`src/rtl/truth_table_sequencer.sv`:
```
// Steps a combinational function through every input combination, holding each
// for DWELL cycles, captures its output into a truth table and compares it to a golden table.
module truth_table_sequencer #(
    parameter int N_IN  = 3,
    parameter int DWELL = 4
) (
    input  logic                   clk,
    input  logic                   rst_n,
    input  logic                   start,
    input  logic [(1<<N_IN)-1:0]   expected,
    output logic [N_IN-1:0]        dut_in,
    input  logic                   dut_out,
    output logic                   busy,
    output logic                   done,
    output logic [(1<<N_IN)-1:0]   table_out,
    output logic                   mismatch,
    output logic [N_IN-1:0]        fail_idx
);

    localparam int              N_COMB   = 1 << N_IN;
    localparam logic [N_IN-1:0] LAST_IN  = {N_IN{1'b1}};
    localparam logic [7:0]      DWELL_M1 = 8'(DWELL - 1);

    typedef enum logic [1:0] {IDLE, DRIVE, DONE} state_t;

    state_t              state_q, state_d;
    logic [N_IN-1:0]     dut_in_q, dut_in_d;
    logic [7:0]          cnt_q, cnt_d;
    logic [N_COMB-1:0]   table_q, table_d;
    logic [N_COMB-1:0]   exp_q, exp_d;
    logic                mismatch_q, mismatch_d;
    logic [N_IN-1:0]     fail_idx_q, fail_idx_d;
    logic [N_COMB-1:0]   diff;
    logic [N_IN-1:0]     first_diff;

    // Priority encoder: scanning downwards leaves the lowest differing index.
    always_comb begin
        diff       = table_q ^ exp_q;
        first_diff = '0;
        for (int k = N_COMB - 1; k >= 0; k--) begin
            if (diff[k]) first_diff = N_IN'(k);
        end
    end

    always_comb begin
        state_d    = state_q;
        dut_in_d   = dut_in_q;
        cnt_d      = cnt_q;
        table_d    = table_q;
        exp_d      = exp_q;
        mismatch_d = mismatch_q;
        fail_idx_d = fail_idx_q;
        case (state_q)
            IDLE: begin
                if (start) begin
                    state_d    = DRIVE;
                    dut_in_d   = '0;
                    cnt_d      = '0;
                    table_d    = '0;
                    exp_d      = expected;
                    mismatch_d = 1'b0;
                    fail_idx_d = '0;
                end
            end
            DRIVE: begin
                if (cnt_q == DWELL_M1) begin
                    table_d[dut_in_q] = dut_out;
                    cnt_d             = '0;
                    if (dut_in_q == LAST_IN) begin
                        state_d  = DONE;
                        dut_in_d = '0;
                    end else begin
                        dut_in_d = dut_in_q + N_IN'(1);
                    end
                end else begin
                    cnt_d = cnt_q + 8'd1;
                end
            end
            DONE: begin
                mismatch_d = |diff;
                fail_idx_d = first_diff;
                state_d    = IDLE;
            end
            default: state_d = IDLE;
        endcase
    end

    always_ff @(posedge clk) begin
        if (!rst_n) begin
            state_q    <= IDLE;
            dut_in_q   <= '0;
            cnt_q      <= '0;
            table_q    <= '0;
            exp_q      <= '0;
            mismatch_q <= 1'b0;
            fail_idx_q <= '0;
        end else begin
            state_q    <= state_d;
            dut_in_q   <= dut_in_d;
            cnt_q      <= cnt_d;
            table_q    <= table_d;
            exp_q      <= exp_d;
            mismatch_q <= mismatch_d;
            fail_idx_q <= fail_idx_d;
        end
    end

    assign dut_in    = dut_in_q;
    assign busy      = (state_q == DRIVE);
    assign done      = (state_q == DONE);
    assign table_out = table_q;
    assign mismatch  = mismatch_q;
    assign fail_idx  = fail_idx_q;

endmodule

```
`config.mk`:
```
export PLATFORM = sky130hd
export DESIGN_NAME = truth_table_sequencer
export DESIGN_NICKNAME = d
export VERILOG_FILES = /design/src/rtl/truth_table_sequencer.sv
export SDC_FILE = /design/constraint.sdc
export NUM_CORES = 1
export LEC_CHECK = 0
export ABC_AREA = 1
export ABC_CLOCK_PERIOD_IN_PS = 2120
export BUFFER_PORTS_ARGS = -buffer_cell sky130_fd_sc_hd__buf_2
export CAP_MARGIN = 20
export CORE_MARGIN = 1.5
export CORE_UTILIZATION = 58
export CTS_BUF_LIST = sky130_fd_sc_hd__clkbuf_4 sky130_fd_sc_hd__clkbuf_8
export CTS_CLUSTER_SIZE = 30
export DETAILED_ROUTE_END_ITERATION = 8
export PLACE_DENSITY = 0.82
export SLEW_MARGIN = 20
export SYNTH_ARGS = -nofsm -noshare
export SYNTH_HDL_FRONTEND = slang
export SYNTH_SLANG_ARGS = --single-unit
```
`constraint.sdc`:
```
create_clock -name clk -period 2.12 [get_ports clk]
set_clock_uncertainty 0.15 [all_clocks]
set_input_delay 0.318 -clock clk [delete_from_list [all_inputs] [get_ports clk]]
set_output_delay 0.318 -clock clk [all_outputs]
set_load 0.005 [all_outputs]
```
==> run summary, run 1 <==
For this design the static power due to leakage is 0.000930 uW. The combined area of the multi-input logic cells was 910 um2; the initial core utilization was 61.8%. The run gives 661 um2 as the register area. The cell at the root of the clock tree is sky130_fd_sc_hd__clkbuf_4. For the pin with the worst max-slew slack, the measured transition is 0.359 ns. Setup total negative slack on the finished layout was measured at 0 ns. The overall fraction of global-route tracks in use is 24.7%, and the number of I/O port buffers is 28.

The final critical-path share of the clock period was 84.6%. The tightest min-delay check is of the in2reg type. For the Yosys warning count, the log shows 0.

Once layout is complete, the utilization of the core stands at 70.6%. The synthesized design contains 0 enable-type register cells. The final standard cell count with taps included and fillers excluded was 312. Setup repair after global routing left no endpoint under its margin.

Measured along the x axis, the die boundary spans 57.7 um. Sequential elements use 38.1% of the synthesized area. The run gives 0.35 ns as the clock insertion delay at the later pin of the skew report.

The maximum clock frequency is 0.557 GHz. The tools report the required time at the endpoint of the critical path as 1.65 ns. Setup slack closes at 0.326 ns. The DRC violation count after routing was 1; the post-synthesis async set-or-reset flop share was 0%. A synthesized cell averages 6.93 um2.

In this run, post-CTS repair resized a total of 0 instances. Across the VDD grid, the largest voltage drop is 0.000563 V. Summing every instance area after synthesis gives 1730 um2.

Source of the critical timing path: state_q[1]. The largest buffer count on any clock path came out at 2. The run finished, with violations left.

In the routed layout, each cell is associated on average with a via count of 5.25. Pin placement for this block handled 29 I/O pins. For this design the ratio of total power to cell area is 742 nW/um2.

The tools report the via count of the first global-routing pass as 1465. Sorting the synthesized cells by how often they occur yields sky130_fd_sc_hd__nand2_1 (65), sky130_fd_sc_hd__dfxtp_1 (33), sky130_fd_sc_hd__inv_1 (27). The die is 57.7 um tall. The element type at the critical path start was a flop. Max-cap violations in this run came to 0. Entering global routing, the biggest net connects 16 pins.

The final weighted congestion of routability-driven global placement came out at 0.849. Counting tap cells, the placed design contains a total of 304 instances. For the number of levels the H-tree was split into, the log shows 2. Start of the worst register-to-register path: cnt_q[0]. The average routed wire per standard cell came out at 11.9 um. After clock tree synthesis, the clock-pin slew on the worst setup and hold paths is 0.11 ns. Net count after synthesis: 265.

The setup path with the least slack is of type reg2out. The run gives 5 as the number of buffers added by the clock tree synthesis step. Once the clock tree was built, the setup fixing pass inserted 0 buffers. Largest fanout on the critical path: 6. The remaining max-slew budget at the tightest pin is 75.9%, and the number of clock sinks is 33.

Once detailed placement completed, the half-perimeter wirelength came to 2.70 mm. The tools report the arrival time reported for the critical path endpoint as 1.33 ns. The final layout contains 295 nets. The routed layout has 1639 vias.

TritonCTS built the clock tree. The relative area change from synthesis to final layout was 14.2%. The area enclosed by the die boundary is 3320 um2. The checks that failed: DRC.

The number of failing hold endpoints at the final stage was 0; the fraction of synthesized cell area taken by the top area cell type was 38.1%. The worst path in the final design needs a cycle of 1.79 ns, including I/O delays and setup. The initial antenna violation count is 0.

For the global-route wire length before repair, the log shows 6.28 mm. The most repeated cell in the gate-level netlist after synthesis is sky130_fd_sc_hd__nand2_1. The placement-stage worst setup slack was 0.446 ns. The detailed router finished its first iteration with 33 violations. For the count of cell types in the netlist, the log shows 32. The final-layout fill cell count was 250; the number of buffers inserted for hold repair after clock tree synthesis was 0. The number of slew-limit violations in the final report came out at 0. STA classifies the critical path endpoint as an output pin. The biggest area consumer among synthesized cells is sky130_fd_sc_hd__dfxtp_1.

After floorplanning, the core was divided into 19 placement rows. 0 antenna diodes ended up in the layout. In the final layout, the share of cells above drive strength 1 is 18.9%.

The standard cell core area came out at 2810 um2. In this run the most critical hold path is launched from expected[4]. For the number of failing setup endpoints in the final timing report, the log shows 0. Among all flip-flop cells after synthesis, the most frequent one is sky130_fd_sc_hd__dfxtp_1. After global routing the overflow that remains totals 0. After detailed routing, the total wire length is 3.71 mm. The count of mapped cells out of synthesis was 250; the length of the first detailed-routing pass in iterations was 8. In the post-synthesis netlist, the biggest area contributors are sky130_fd_sc_hd__dfxtp_1 (38%), sky130_fd_sc_hd__nand2_1 (14%), sky130_fd_sc_hd__a21oi_1 (6.9%).

After synthesis the netlist holds a flip-flop and latch count of 33. In this run the remaining antenna-violating nets after routing total 0.
[path summary, 6_finish.rpt]
check	slack, ns	end	depth (start not counted)
setup reg to reg	0.41	dut_in[0]	8
hold / removal	0.06	exp_q[4]	3
hold reg to reg	0.32	fail_idx[2]	2
setup / recovery	0.33	done	3
[power breakdown]
| part | internal, uW | switching, uW |
|---|---|---|
| Sequential | 645 | 22.3 |
| Combinational | 74.7 | 134 |
| Clock | 365 | 228 |
[critical path: stages, from the launching register on]
cell                      delay [ns]
sky130_fd_sc_hd__dfxtp_1        0.42
sky130_fd_sc_hd__inv_1          0.08
sky130_fd_sc_hd__nor2_1         0.29
sky130_fd_sc_hd__buf_2          0.18
[per-stage QoR]
stage | power [uW] | area (um2) | hold slack, ns
after floorplan | 840 | 1730 | 0.293
after global placement | 881 | 1880 | 0.300
after global routing | 1530 | 1980 | 0.0683
final | 1470 | 1980 | 0.0582
after CTS | 1470 | 1980 | 0.0597
after detailed placement | 887 | 1880 | 0.311
[flip-flops by register name, indices dropped and copies added, names as in the netlist]
name / count
exp_q: 8
table_out: 8
state_q: 2
mismatch: 1
fail_idx: 3
cnt_q: 8
dut_in: 3
[cell type report]
class,count,share of cell area (%)
well taps,31,1.96
clock buffers,5,1.90
flip-flops and latches,33,33.4
clock inverters,3,3.29
multi-input cells,180,46.0
repair buffers,30,7.84
inverters,30,5.69
[layout by cell type, fill, tap and decap left out, drive strengths merged]
master   n
a211oi   1
nand2   69
xnor2    5
o21ai   12
inv     30
xor2     2
nand4    5
and2     2
nand3b   2
ha       3
clkinv   1
or2      1
dfxtp   33
nor2    21
a21oi   25
nand3   25
nor3     5
and3     1
nor4     1
clkbuf   5
buf     30
bufinv   2
[per-layer routing]
metal	vias up	GRT usage, %	part of all wire [%]
met2	42	38.8	44
li1	869	-	-
met1	722	31.7	49
met3	6	6.92	5.4
met4	0	11.0	1.5
met5	-	0	0
[kinds of logic (layout without fill, tap and decap cells)]
kind of cell	after synthesis	after routing	share of synthesized area, %
flip-flops	33	33	38.1
AND/OR/NAND/NOR	132	132	35.5
XOR/XNOR	7	7	3.54
buffers and inverters	37	68	9.39
AO/OA/AOI/OAI	38	38	11.3
adder cells (fa/ha/maj)	3	3	2.17
(Power assumes the default switching activity.)
==> run 2: changes to the inputs <==
--- a/config.mk
+++ b/config.mk
@@ -6,15 +6,15 @@
 export NUM_CORES = 1
 export LEC_CHECK = 0
 export ABC_AREA = 1
-export ABC_CLOCK_PERIOD_IN_PS = 2120
+export ABC_CLOCK_PERIOD_IN_PS = 1500
 export BUFFER_PORTS_ARGS = -buffer_cell sky130_fd_sc_hd__buf_2
 export CAP_MARGIN = 20
 export CORE_MARGIN = 1.5
-export CORE_UTILIZATION = 58
+export CORE_UTILIZATION = 52
 export CTS_BUF_LIST = sky130_fd_sc_hd__clkbuf_4 sky130_fd_sc_hd__clkbuf_8
 export CTS_CLUSTER_SIZE = 30
 export DETAILED_ROUTE_END_ITERATION = 8
-export PLACE_DENSITY = 0.82
+export PLACE_DENSITY = 0.78
 export SLEW_MARGIN = 20
 export SYNTH_ARGS = -nofsm -noshare
 export SYNTH_HDL_FRONTEND = slang
==> constraint.sdc (replaced) <==
create_clock -name clk -period 1.5 [get_ports clk]
set_clock_uncertainty 0.15 [all_clocks]
set_input_delay 0.225 -clock clk [delete_from_list [all_inputs] [get_ports clk]]
set_output_delay 0.225 -clock clk [all_outputs]
set_load 0.005 [all_outputs]
==> run summary, run 2 (synthesis gave the netlist of run 1 again) <==
The final antenna diode count is 0 (unchanged), and the power density over cell area is 805 nW/um2 (was 742 nW/um2). The number of clock sinks was 33 (unchanged). The logs give 0 (unchanged) for the overflow left after global routing and 26.9% (was 40.3%) for the share of total power in the clock network. Peak per-stage delay on the critical path: 0.38 ns (was 0.42 ns). CP cell instances: ha_4 > inv_2 > nor2_4 > nand4_4 > nand2_4 > nand2_4 > o21ai_2 > a21oi_1 (was inv_1 > nor2_1 > buf_2). The initial antenna violation count is 0 (unchanged). The standard cell core area is 3100 um2 (was 2810 um2), and the total net switching power is 578 uW (was 384 uW). Area of all placed cells without fillers: 2290 um2 (was 1980 um2).

The worst path buffer plus inverter count was 1 (was 2); the final standard cell count with taps included and fillers excluded was 349 (was 312). The tools report the number of antenna-violating nets in the routed design as 0 (unchanged). For the required time at the endpoint of the critical path, the log shows 1.59 ns (was 1.65 ns). The fraction of final layout cells sized beyond drive strength 1 was 30.5% (was 18.9%).

The standard cell area after detailed placement is 1980 um2 (was 1880 um2), and the leakage power is 0.00106 uW (was 0.000930 uW). Vertical extent of the die: 60.7 um (was 57.7 um). The run gives 1.55 ns (was 1.33 ns) as the arrival time reported for the critical path endpoint. Final wirelength: 4.22 mm (was 3.71 mm).

Length of the first detailed-routing pass in iterations: 4 (was 8). The via count of the first global-routing pass is 1522 (was 1465). The endpoint class of the critical path was a flop (was an output pin). The run gives 0.833 (was 0.849) as the final weighted congestion of routability-driven global placement. Commonest cells after routing, fill and taps aside: sky130_fd_sc_hd__nand2_1 (64), sky130_fd_sc_hd__buf_2 (28), sky130_fd_sc_hd__dfxtp_1 (26), sky130_fd_sc_hd__inv_1 (25), sky130_fd_sc_hd__nand3_1 (24) (was sky130_fd_sc_hd__nand2_1 (65), sky130_fd_sc_hd__dfxtp_1 (33), sky130_fd_sc_hd__buf_2 (28), sky130_fd_sc_hd__inv_1 (27)). Based on the critical path, the design can be clocked at up to 0.686 GHz. By instance count, the cell type seen most on the critical path is sky130_fd_sc_hd__nand2_4.

The initial DRC count was 102 (was 33); the number of levels the H-tree was split into was 2 (unchanged). The number of buffers added by the clock tree synthesis step was 5 (unchanged). The clock-pin transition on the worst setup and hold timing paths was 0.11 ns (about the same); the number of I/O port buffers was 28 (unchanged). The element type at the critical path start was a flop (unchanged). The relative area change from synthesis to final layout was 32.0% (was 14.2%); the proportion of power drawn by flip-flops and latches was 51.0% (was 45.4%). The slowest cell on the critical path is sky130_fd_sc_hd__dfxtp_2 (was sky130_fd_sc_hd__dfxtp_1). Type of the worst setup path: reg2reg (was reg2out). For the largest net degree at the start of global routing, the log shows 13 (was 16).

The x dimension of the die is 60.7 um (was 57.7 um). Setup repair after global routing could not meet its margin everywhere. TritonCTS built the clock tree. The part of the total power dissipated in combinational logic came out at 22.1% (was 14.2%). The cell total after placement is 328 (was 304), and the remaining max-slew budget at the tightest pin is 72.8% (was 75.9%).

The number of failing hold endpoints at the final stage is 0 (unchanged), and the overall fraction of global-route tracks in use is 23.4% (was 24.7%). The DRC violation count after routing was 0 (was 1); the actual transition at the worst max-transition pin was 0.407 ns (was 0.359 ns). The most frequent standard cell in the layout excluding fill and tap cells was sky130_fd_sc_hd__nand2_1 (unchanged). The global-route wire length before repair came out at 6.46 mm (was 6.28 mm). The via total after detailed routing came out at 1783 (was 1639). In the finished design, the share of the clock period the worst path needs comes to 97.2%. The number of cell rows is 20 (was 19). The clock insertion delay at the later pin of the skew report is 0.34 ns (was 0.35 ns), and the final-layout setup total negative slack is 0 ns (unchanged). The flow ran to the end, and the final reports show no timing, DRC or antenna violations.

The cell at the root of the clock tree is sky130_fd_sc_hd__clkbuf_4 (unchanged). The post-layout net count is 319 (was 295). The tools report the largest buffer count on any clock path as 2 (unchanged). Class of the tightest hold or removal check: in2reg (unchanged). Internal power component: 1260 uW (was 1080 uW). Family with the most delay on the worst path: simple AND/OR/NAND/NOR gates (was flip-flops).

The largest fanout on the critical path came out at 5 (was 6). The run gives 73.7% (was 70.6%) as the final standard cell utilization of the core. The ratio of routed vias to standard cells is 5.11 (was 5.25), and the peak ir drop on the vdd network is 0.000729 V (was 0.000563 V). The run gives 2.78 mm (was 2.70 mm) as the HPWL after detailed placement. The total I/O pin count is 29 (unchanged). The initial core utilization was 55.8% (was 61.8%). The logs give 0 (unchanged) for the number of failing setup endpoints in the final timing report and 0.0110 ns (was 0.0582 ns) for the post-route worst hold slack. The average routed wire per standard cell is 12.1 um (was 11.9 um), and the fraction of power spent switching nets is 31.4% (was 26.2%).

The run gives 0 (unchanged) as the number of slew-limit violations in the final report. The routed design could run at a clock period as short as 1.46 ns. The number of max-capacitance violations reported came out at 0 (unchanged). The tools report the area enclosed by the die boundary as 3690 um2 (was 3320 um2).
==> run 2: cell types whose count changed in the layout (fill, tap and decap cells not counted), moves of 3 or more <==
cell | before | now
sky130_fd_sc_hd__dlygate4sd3_1 | 0 | 6
sky130_fd_sc_hd__nor2_1 | 18 | 13
sky130_fd_sc_hd__nor2_4 | 1 | 4
sky130_fd_sc_hd__buf_6 | 0 | 4
sky130_fd_sc_hd__dfxtp_1 | 33 | 26
sky130_fd_sc_hd__buf_4 | 2 | 13
sky130_fd_sc_hd__dfxtp_2 | 0 | 5
==> run 2: repair_timing <==
action | in CTS | in global routing
endpoints found under the setup margin | 11 | 28
setup buffers | 2 | 3
gates resized for setup | 12 | 28
hold endpoints to repair | 6 | 0
hold buffers | 6 | 0
gates cloned | 1 | 1
pin swaps | 3 | 8
==> run 2: stage by stage <==
stage / power, uW / setup WS [ns]
floorplan: 1190 / 0.00339
global placement: 1270 / 0.0156
detailed placement: 1280 / -0.0369
CTS: 1800 / -0.00131
global route: 1950 / -0.0553
finish: 1840 / 0.0414
==> run 2: layout make-up <==
cell class                      count  area, um2
Tap cell                           44       55.1
Fill cell                         264        816
Inverter                           30        115
Clock inverter                      3       17.5
Clock buffer                        5       37.5
Timing Repair Buffer               52        363
Sequential cell                    33        674
Multi-Input combinational cell    182       1020
==> run 2: worst register-to-register path: stages, from the launching register on <==
cell,delay (ns)
sky130_fd_sc_hd__dfxtp_2,0.38
sky130_fd_sc_hd__ha_4,0.16
sky130_fd_sc_hd__inv_2,0.07
sky130_fd_sc_hd__nor2_4,0.12
sky130_fd_sc_hd__nand4_4,0.14
sky130_fd_sc_hd__nand2_4,0.13
sky130_fd_sc_hd__nand2_4,0.06
sky130_fd_sc_hd__o21ai_2,0.10
sky130_fd_sc_hd__a21oi_1,0.05
==> run 2: path summary, 6_finish.rpt <==
kind               startpoint     endpoint  slack [ns]  cells past startpoint
setup / recovery     cnt_q[0]    dut_in[0]        0.04                      8
hold / removal    expected[7]     exp_q[7]        0.01                      3
hold reg to reg   fail_idx[2]  fail_idx[2]        0.31                      2
setup reg to reg     cnt_q[0]    dut_in[0]        0.04                      8
==> run 2: power groups by stage <==
| stage | Combinational, uW | Clock (uW) | Sequential [uW] |
|---|---|---|---|
| after floorplan | 230 | 0 | 957 |
| after global placement | 316 | 0 | 953 |
| after detailed placement | 321 | 0 | 954 |
| after CTS | 361 | 508 | 935 |
| after global routing | 446 | 558 | 943 |
| final | 408 | 496 | 939 |
==> run 2: metal layers <==
metal / GRT usage [%] / wire length, um / vias to the layer above
met2: 37.6 / 1960 / 58
met4: 6.21 / 36 / 0
met3: 7.25 / 237 / 5
met1: 30.5 / 1980 / 800
met5: 0 / 0 / -
li1: - / - / 920
==> run 3: changes to the inputs <==
--- a/config.mk
+++ b/config.mk
@@ -9,6 +9,7 @@
 export ABC_CLOCK_PERIOD_IN_PS = 1500
 export BUFFER_PORTS_ARGS = -buffer_cell sky130_fd_sc_hd__buf_2
 export CAP_MARGIN = 20
+export CORE_ASPECT_RATIO = 1.4
 export CORE_MARGIN = 1.5
 export CORE_UTILIZATION = 52
 export CTS_BUF_LIST = sky130_fd_sc_hd__clkbuf_4 sky130_fd_sc_hd__clkbuf_8
==> run summary, run 3 (synthesis gave the netlist of run 1 again) <==
The run finished with clean final reports. The tools report the remaining max-slew budget at the tightest pin as 80.5% (was 72.8%). The area of all placed cells without fillers was 2240 um2 (was 2290 um2).

The number of clock sinks came out at 33 (unchanged). The tools report the peak ir drop on the vdd network as 0.000719 V (was 0.000729 V). The cell at the root of the clock tree is sky130_fd_sc_hd__clkbuf_8 (was sky130_fd_sc_hd__clkbuf_4). The clock-pin transition on the worst setup and hold timing paths is 0.07 ns (was 0.11 ns). The final-layout setup total negative slack is 0 ns (unchanged), and the initial antenna violation count is 0 (unchanged). The relative area change from synthesis to final layout is 29.4% (was 32.0%), and the largest fanout on the critical path is 5 (unchanged). The total I/O pin count came out at 29 (unchanged). Power density over cell area: 889 nW/um2 (was 805 nW/um2).

The tools report the worst setup margin as 0.0347 ns (was 0.0414 ns). The logs give 2.92 mm (was 2.78 mm) for the HPWL after detailed placement and 323 (was 328) for the cell total after placement. Area enclosed by the die boundary: 3690 um2 (about the same).

The final standard cell utilization of the core was 71.1% (was 73.7%); the leakage power was 0.00103 uW (was 0.00106 uW). The fraction of final layout cells sized beyond drive strength 1 was 31.0% (was 30.5%). The number of levels the H-tree was split into is 2 (unchanged), and the final critical-path share of the clock period is 97.7% (was 97.2%). The logs give 0 (unchanged) for the overflow left after global routing and 1970 um2 (was 1980 um2) for the standard cell area after detailed placement.

The actual transition at the worst max-transition pin works out to 0.292 ns (was 0.407 ns). The tools report the post-layout net count as 314 (was 319). Class of the tightest hold or removal check: in2reg (unchanged).

The via count of the first global-routing pass was 1574 (was 1522). The endpoint of the worst-slack reg-to-reg timing path is table_out[0] (was dut_in[0]). The number of buffers inserted for hold repair after clock tree synthesis came out at 0 (was 6). Commonest cells after routing, fill and taps aside: sky130_fd_sc_hd__nand2_1 (63), sky130_fd_sc_hd__dfxtp_1 (29), sky130_fd_sc_hd__buf_2 (27), sky130_fd_sc_hd__inv_1 (24), sky130_fd_sc_hd__a21oi_1 (24) (was sky130_fd_sc_hd__nand2_1 (64), sky130_fd_sc_hd__buf_2 (28), sky130_fd_sc_hd__dfxtp_1 (26), sky130_fd_sc_hd__inv_1 (25), sky130_fd_sc_hd__nand3_1 (24)). The flop-to-flop setup slack is 0.03 ns (was 0.04 ns), and the number of I/O port buffers is 28 (unchanged). The logs give 0 (unchanged) for the DRC violation count after routing and 0.29 ns (was 0.34 ns) for the clock insertion delay at the later pin of the skew report. The maximum clock frequency is 0.682 GHz (was 0.686 GHz), and the average routed wire per standard cell is 12.8 um (was 12.1 um).

For the number of max-capacitance violations reported, the log shows 0 (unchanged). Setup repair after global routing could not meet its margin everywhere. The tools report the initial core utilization as 55.0% (was 55.8%). The x dimension of the die was 51.8 um (was 60.7 um); the length of the first detailed-routing pass in iterations was 5 (was 4). The logs give 5 (unchanged) for the number of buffers added by the clock tree synthesis step and 0 (unchanged) for the number of slew-limit violations in the final report. The type of the worst setup path was reg2reg (unchanged). Post-layout minimum cycle time: 1.47 ns (was 1.46 ns).

The most frequent standard cell in the layout excluding fill and tap cells was sky130_fd_sc_hd__nand2_1 (unchanged). The via total after detailed routing is 1767 (was 1783), and the vertical extent of the die is 71.3 um (was 60.7 um). The placement-stage worst setup slack was -0.0515 ns (was -0.0369 ns); the number of failing setup endpoints in the final timing report was 0 (unchanged).

For the final standard cell count with taps included and fillers excluded, the log shows 339 (was 349). TritonCTS built the clock tree. The number of cell instances on the worst register-to-register path was 8 (unchanged). For the initial DRC count, the log shows 75 (was 102).

The start of the worst register-to-register path is cnt_q[0] (unchanged). The final wirelength came out at 4.34 mm (was 4.22 mm). The number of cell rows is 24 (was 20). The ratio of routed vias to standard cells was 5.21 (was 5.11). The run gives 1.53 ns (was 1.59 ns) as the required time at the endpoint of the critical path. The endpoint class of the critical path is a flop (unchanged).

Critical path endpoint: table_out[0] (was dut_in[0]). The tools report the number of failing hold endpoints at the final stage as 0 (unchanged). The final weighted congestion of routability-driven global placement is 0.837 (was 0.833). The logs give 2 (unchanged) for the largest buffer count on any clock path and 0 (unchanged) for the final antenna diode count. The tools report the source of the critical timing path as cnt_q[0] (unchanged). The standard cell core area came out at 3150 um2 (was 3100 um2).

Arrival time reported for the critical path endpoint: 1.50 ns (was 1.55 ns). The tools report the number of antenna-violating nets in the routed design as 0 (unchanged). The overall fraction of global-route tracks in use is 23.6% (was 23.4%). For the global-route wire length before repair, the log shows 6.56 mm (was 6.46 mm).

The tools report the element type at the critical path start as a flop (unchanged). The largest net degree at the start of global routing came out at 12 (was 13).
[run 3: cell count changes in the layout (fill, tap and decap cells not counted), sizes merged]
cell	delta
dlygate4sd3	-6
buf	+2
nand2	-1
[run 3: power breakdown]
group / switching (uW) / internal [uW] / leakage [uW]
registers: 27.1 / 913 / 0.000270
logic: 231 / 163 / 0.000713
clock network: 340 / 320 / 0.0000439
total: 598 / 1400 / 0.00103
[run 3: area by class of cell]
cell class,count,area (um2)
fillers,269,911
clock inverters,3,17.5
clock buffers,5,68.8
multi-input cells,181,1020
inverters,30,118
well taps,39,48.8
repair buffers,48,304
flip-flops and latches,33,668
[run 3: per-layer routing]
layer	vias to the layer above	GRT usage [%]	routed length [um]
li1	903	-	-
met1	820	25.1	1740
met2	37	42.5	2370
met3	7	5.83	149
met4	0	11.1	78
met5	-	0	0
[run 3: critical path, stage by stage, from the launching register on]
cell and delay [ns]:
sky130_fd_sc_hd__dfxtp_2 0.35, sky130_fd_sc_hd__ha_4 0.15, sky130_fd_sc_hd__inv_4 0.05, sky130_fd_sc_hd__nor2_4 0.11, sky130_fd_sc_hd__nand4_4 0.15, sky130_fd_sc_hd__nand2_4 0.15, sky130_fd_sc_hd__nand3_1 0.10, sky130_fd_sc_hd__nand2_1 0.07
sky130_fd_sc_hd__a21oi_1 0.07
[run 3: worst min-delay path by stage]
stage               slack [ns]          end   startpoint  depth (start not counted)
finish                    0.03     exp_q[1]  expected[1]                          3
global route              0.07     exp_q[4]  expected[4]                          3
CTS                       0.03     exp_q[1]  expected[1]                          3
detailed placement        0.30  fail_idx[2]  fail_idx[2]                          2
global placement          0.30  fail_idx[1]  fail_idx[1]                          2
floorplan                 0.21     exp_q[7]        rst_n                          2
[run 3: metrics by stage]
step	hold WS, ns	total power (uW)
2_1_floorplan	0.213	1190
3_3_place_gp	0.299	1280
3_5_place_dp	0.301	1280
4_1_cts	0.0255	1940
5_1_grt	0.0699	2080
6_report	0.0263	1990
[run 3: what timing repair did]
item,in CTS,in global routing
gates resized for setup,11,25
pin swaps,2,9
setup endpoints to repair,11,20
endpoints found under the hold margin,0,0
gates cloned,1,0
setup buffers,0,7
